### src/rtl/interrupt_request_controller.sv
// interrupt_request_controller: latches rising IRQ edges, posts the lowest-index enabled
// request as alert, and masks further requests until the handler retires rti.
module interrupt_request_controller #(
  parameter int NUM_IRQ = 8,
  localparam int CW = $clog2(NUM_IRQ)
) (
  input  logic               clk,
  input  logic               rst_n,
  input  logic [NUM_IRQ-1:0] irq,
  input  logic               ien_we,
  input  logic [NUM_IRQ-1:0] ien_wdata,
  input  logic               gie_we,
  input  logic               gie_wdata,
  input  logic               interrupt,
  input  logic [31:0]        pci_in,
  input  logic               rti,
  output logic               alert,
  output logic               interrupt_mask,
  output logic [CW-1:0]      cause,
  output logic [NUM_IRQ-1:0] pending,
  output logic [31:0]        epc,
  output logic               spurious_ack
);
  typedef enum logic [1:0] {IDLE, REQ, SERVICE} state_e;
  state_e             state_q;
  logic [NUM_IRQ-1:0] irq_q, pending_q, pending_d, ien_q, elig, clr;
  logic [CW-1:0]      cause_q, win;
  logic [31:0]        epc_q;
  logic               gie_q, spur_q, take_ack;
  always_comb begin
    elig = pending_q & ien_q;
    win = '0;
    for (int i = NUM_IRQ - 1; i >= 0; i--) win = elig[i] ? CW'(i) : win;
    take_ack = (state_q == REQ) && interrupt;
    clr = take_ack ? ({{(NUM_IRQ-1){1'b0}}, 1'b1} << cause_q) : '0;
    // a fresh edge on the line being acknowledged survives the clear
    pending_d = (pending_q & ~clr) | (irq & ~irq_q);
  end
  always_ff @(posedge clk or negedge rst_n) begin
    if (!rst_n) begin
      state_q   <= IDLE;
      irq_q     <= '0;
      pending_q <= '0;
      ien_q     <= '0;
      gie_q     <= 1'b0;
      cause_q   <= '0;
      epc_q     <= '0;
      spur_q    <= 1'b0;
    end else begin
      irq_q     <= irq;
      pending_q <= pending_d;
      if (ien_we) ien_q <= ien_wdata;
      if (gie_we) gie_q <= gie_wdata;
      if (interrupt && state_q != REQ) spur_q <= 1'b1;
      // once posted, the request is never withdrawn: next-PC logic has committed
      case (state_q)
        IDLE: if (gie_q && |elig) begin
          state_q <= REQ;
          cause_q <= win;
        end
        REQ: if (interrupt) begin
          state_q <= SERVICE;
          epc_q   <= pci_in;
        end
        SERVICE: if (rti) state_q <= IDLE;
        default: state_q <= IDLE;
      endcase
    end
  end
  assign alert          = state_q == REQ;
  assign interrupt_mask = state_q == SERVICE;
  assign cause          = cause_q;
  assign pending        = pending_q;
  assign epc            = epc_q;
  assign spurious_ack   = spur_q;
endmodule

### config.mk
export PLATFORM = sky130hd
export DESIGN_NAME = interrupt_request_controller
export DESIGN_NICKNAME = d
export VERILOG_FILES = /design/src/rtl/interrupt_request_controller.sv
export SDC_FILE = /design/constraint.sdc
export NUM_CORES = 1
export LEC_CHECK = 0
export BUFFER_PORTS_ARGS = -buffer_cell sky130_fd_sc_hd__buf_2
export CORE_MARGIN = 2
export CORE_UTILIZATION = 40
export CTS_BUF_LIST = sky130_fd_sc_hd__clkbuf_8 sky130_fd_sc_hd__clkbuf_16
export DETAILED_ROUTE_END_ITERATION = 16
export PLACE_DENSITY = 0.67
export REMOVE_ABC_BUFFERS = 1
export SYNTH_ARGS = -nofsm -noshare
export SYNTH_HDL_FRONTEND = slang
export SYNTH_SLANG_ARGS = --single-unit
### constraint.sdc
create_clock -name clk -period 1.6 [get_ports clk]
set_input_delay 0.32 -clock clk [delete_from_list [all_inputs] [get_ports clk]]
set_output_delay 0.32 -clock clk [all_outputs]
set_load 0.005 [all_outputs]
Yosys cells after proc, flatten, opt, wreduce, memory -nomap -nowiden
Index checks and enable logic that the tools add are counted.
W data, S select, Z words.
- eq/ne operators: 6
- mux-type cells: 13
- reductions and logical operators: 8
- bitwise gates (word level): 6
- shift-type cells: 1
- operators with widths (operator ; number):
    $and A8 B8 Y8 ; 3
    $mux W3 ; 8
    $not A8 Y8 ; 2
    $mux W8 ; 1
    $or A8 B8 Y8 ; 1
    $reduce_or A8 Y1 ; 1
    $shl A1 B3 Y8 const A ; 1
    $mux W2 ; 3
    $ne A2 B2 Y1 const B ; 3
    $pmux W2 S3 ; 1
    $reduce_and A2 Y1 ; 2
    $logic_and A1 B1 Y1 ; 3
    $reduce_and A3 Y1 ; 1
    $eq A2 B1 Y1 const B ; 1
    $eq A2 B2 Y1 const B ; 1
    $logic_not A2 Y1 ; 1
    $ne A2 B1 Y1 const B ; 1
- register bits: 63
- input port bits: 55
- output and inout bits: 46
- word-level logic and storage cells: 42

Longest topological paths before layout
- depth after elaboration: 9
- gate-level depth with buffers: 5
- gate-level depth less buffers: 5

Worst setup path before layout
Ideal clock, no wire load.
- path kind: register to register
- start: reg state_q[0]
- end: reg cause_q[0], in the netlist cause[0]
- stages on the path, launching flop included: 4
- required time: 1477 ps
- setup time: 123 ps
- clock period less this slack: 1202 ps
- path slack: 398 ps
- arrival: 1080 ps
- path buffers: 0
- path through: dfrtp_1 nor3b_1 nand2_1 o2bb2ai_1
- longest elaborated chain between the ends: 2
- RTL lines (item ; RTL line ; text):
    start: declaration ; 25 ; state_e state_q;
    start signal: assignment ; 41 ; state_q <= IDLE;
    start signal: assignment ; 58 ; state_q <= REQ;
    start signal: assignment ; 62 ; state_q <= SERVICE;
    $logic_not A2 Y1 ; 56 ; case (state_q)
    $reduce_and A2 Y1 (no source line) ; - ;
    end signal: assignment ; 59 ; cause_q <= win;
    end: declaration ; 27 ; logic [CW-1:0] cause_q, win;
Every way passes these cells.
A chain may end at the register's enable or synchronous reset.

Worst setup path after layout
- start: reg state_q[1]
- end: out alert
- longest elaborated chain between the ends: 1
- RTL lines (item ; RTL line ; text):
    $eq A2 B1 Y1 ; 70 ; assign alert = state_q == REQ;
    end: declaration ; 17 ; output logic alert,
Every way passes these cells.

==> results.json <==
{
  "grt_setup_unrepaired": "no",
  "power_switching_w": 0.00163,
  "slew_headroom": 0.759,
  "groute.usage.overall": 0.160,
  "synth_area_per_cell_um2": 14.1,
  "async_reset_ff_frac": 1.00,
  "fillCellCount": 522,
  "routed_via_density": 4.77,
  "antenna_found_initial": 0,
  "cts_tree": "built",
  "crit_slowest_cell": "dfrtp_1",
  "routabilityCongestion": 0.695,
  "ys_warn_count": 0,
  "combPwrFrac": 0.306,
  "grt_pass1_vias": 1671,
  "critical_path_class": "register to output port",
  "core-area_mm2": 0.00585,
  "dpl_cell_area_mm2": 0.00302,
  "total_leakage_power_nw": 1.56,
  "final_cell_mix": "buf_2 (100), dfrtp_1 (63), mux2_2 (41), o21ai_0 (16)",
  "setup_viol": 0,
  "drtIter0Drc": 46,
  "min-delay-path-class": "input pin to register",
  "drcViolationCount": 0,
  "grt_overflow": 0,
  "cpPeakStageDelay_ps": 420,
  "timing.setup.tns_ps": 0,
  "firstDrtPassIters": 4,
  "final_common_cell": "buf_2",
  "clockBufferDepth": 2,
  "switching_share": 0.301,
  "die-area_mm2": 0.00663,
  "clk_pin_slew_ps": 70,
  "cts_buffers": 9,
  "syn_inst": 170,
  "max_freq_ghz": 0.685,
  "yosysUniqueCellTypes": 21,
  "p_seq_frac": 0.465,
  "ir_worst_vdd_v": 0.000845,
  "required_ps": 1280,
  "grt_pass1_wl_um": 7650,
  "ys_seq_area_frac": 0.657,
  "clock_sinks": 63,
  "ant_nets": 0,
  "insertion_delay_ps": 340,
  "ys_ff_latch": 63,
  "period_minus_slack_ps": 1460,
  "syn_to_final_growth_pct": 34.0,
  "synth_flop_cell": "dfrtp_1",
  "wirelength_um": 4900,
  "io_buffers": 100,
  "die_height_um": 81.5,
  "antenna_cells": 0,
  "worstSetupStartpointType": "register",
  "wl_per_cell_um": 13.6,
  "skew_ps": 5.44,
  "min_period_over_period": 0.913,
  "num_vias": 1721,
  "post_cts_resized": 0,
  "crit_family": "flip-flops",
  "path_cells": "nand2b_1 -> inv_1 -> buf_2",
  "root_buffer": "clkbuf_8",
  "synth_edf_count": 0,
  "grt_max_degree": 64,
  "powerDensity_mw_per_mm2": 1680,
  "hold_violations": 0,
  "h-tree-depth": 3,
  "maxCapViolCount": 0,
  "netlist_area_mm2": 0.00240,
  "design_area_mm2": 0.00322,
  "fin_nets": 336,
  "io_pins": 101,
  "chipWidth_um": 81.5,
  "cp-end-kind": "output port",
  "status": "finished clean",
  "layout-drive-gt1-share": 0.563,
  "final_util": 0.550,
  "pwr-share-clk": 0.229,
  "cp_max_fo": 4,
  "p_int_w": 0.00377,
  "slew_violations": 0,
  "worstPathArrival_ps": 1140,
  "path_buf_inv": 2,
  "hpwlAfterDp_um": 3550,
  "initial_utilization": 0.410,
  "worst_slew_pin_slew_ps": 361,
  "fp-row-count": 28
}
path summary, 6_finish.rpt:
check | start | to | slack, ps | depth (start not counted)
worst max-delay path | state_q[1]$_DFFE_PN0P_ | alert | 140 | 3
worst min-delay path | irq[2] | irq_q[2]$_DFF_PN0_ | 100 | 1
worst max register to register | state_q[1]$_DFFE_PN0P_ | pending[1]$_DFF_PN0_ | 290 | 4
worst min register to register | irq_q[0]$_DFF_PN0_ | pending[0]$_DFF_PN0_ | 410 | 1
max in group asynchronous | rst_n | pending[0]$_DFF_PN0_ | 810 | 3
min in group asynchronous | rst_n | pending[6]$_DFF_PN0_ | 510 | 3
cells in the mapped netlist, drive strengths merged (2+ instances only):
cell | count | area [um^2]
inv | 11 | 41.3
buf | 3 | 15.0
nand2b | 4 | 25.0
a32o | 2 | 20.0
a21oi | 4 | 20.0
nand3 | 2 | 10.0
mux2 | 41 | 462
o31ai | 2 | 15.0
a22oi | 4 | 30.0
dfrtp | 63 | 1580
nand2 | 9 | 33.8
o21ai | 17 | 85.1
cell type report:
class / instances / area, um^2 / area share
well taps: 75 / 93.8 / 0.0292
inverters: 11 / 41.3 / 0.0128
clock inverters: 5 / 32.5 / 0.0101
repair buffers: 104 / 558 / 0.173
flip-flops and latches: 63 / 1580 / 0.490
multi-input cells: 92 / 763 / 0.237
clock buffers: 11 / 151 / 0.0471
metrics by stage:
step           total power [W]  hold slack (ps)  worst slack [ps]  instances
4_1_cts                0.00548             84.1               121        361
2_1_floorplan          0.00334             24.4               127        166
5_1_grt                0.00579             81.3              49.7        361
3_5_place_dp           0.00421              356               324        344
6_report               0.00540             99.2               140        361
3_3_place_gp           0.00416              359               357        344
logic make-up after synthesis:
kind of cell | share of synthesized area
AO/OA/AOI/OAI | 0.0803
AND/OR/NAND/NOR | 0.0454
flip-flops | 0.657
buffers and inverters | 0.0250
multiplexers | 0.192
sequential cells by signal, indices dropped and copies added, names as in the netlist:
name	cells
pending	8
irq_q	8
cause	3
ien_q	8
gie_q	1
state_q	2
epc	32
spurious_ack	1
power by group through the flow:
stage	Combinational, W	Clock (W)	Sequential (W)
after CTS	0.00169	0.00128	0.00251
final	0.00165	0.00124	0.00251
after detailed placement	0.00169	0	0.00252
after global routing	0.00184	0.00136	0.00259
after floorplan	0.000809	0	0.00253
after global placement	0.00165	0	0.00251
timing repair:
action	4_1_cts	5_1_grt
buffers inserted	0	0
hold endpoints to repair	63	0
hold buffers	1	0
metal layers:
metal / global-route usage / wire length (um) / part of all wire
met1: 0.191 / 2100 / 0.43
met2: 0.234 / 2180 / 0.44
met3: 0.0747 / 503 / 0.10
met4: 0.0966 / 115 / 0.023
met5: 0 / 0 / 0
worst reg2reg max path: stages (launching register included):
cell and delay, ps:
dfrtp_1 420, nand3b_4 190, or2_1 260, o21ai_0 210, o21ai_0 110
Power figures use the tool's default switching activity.
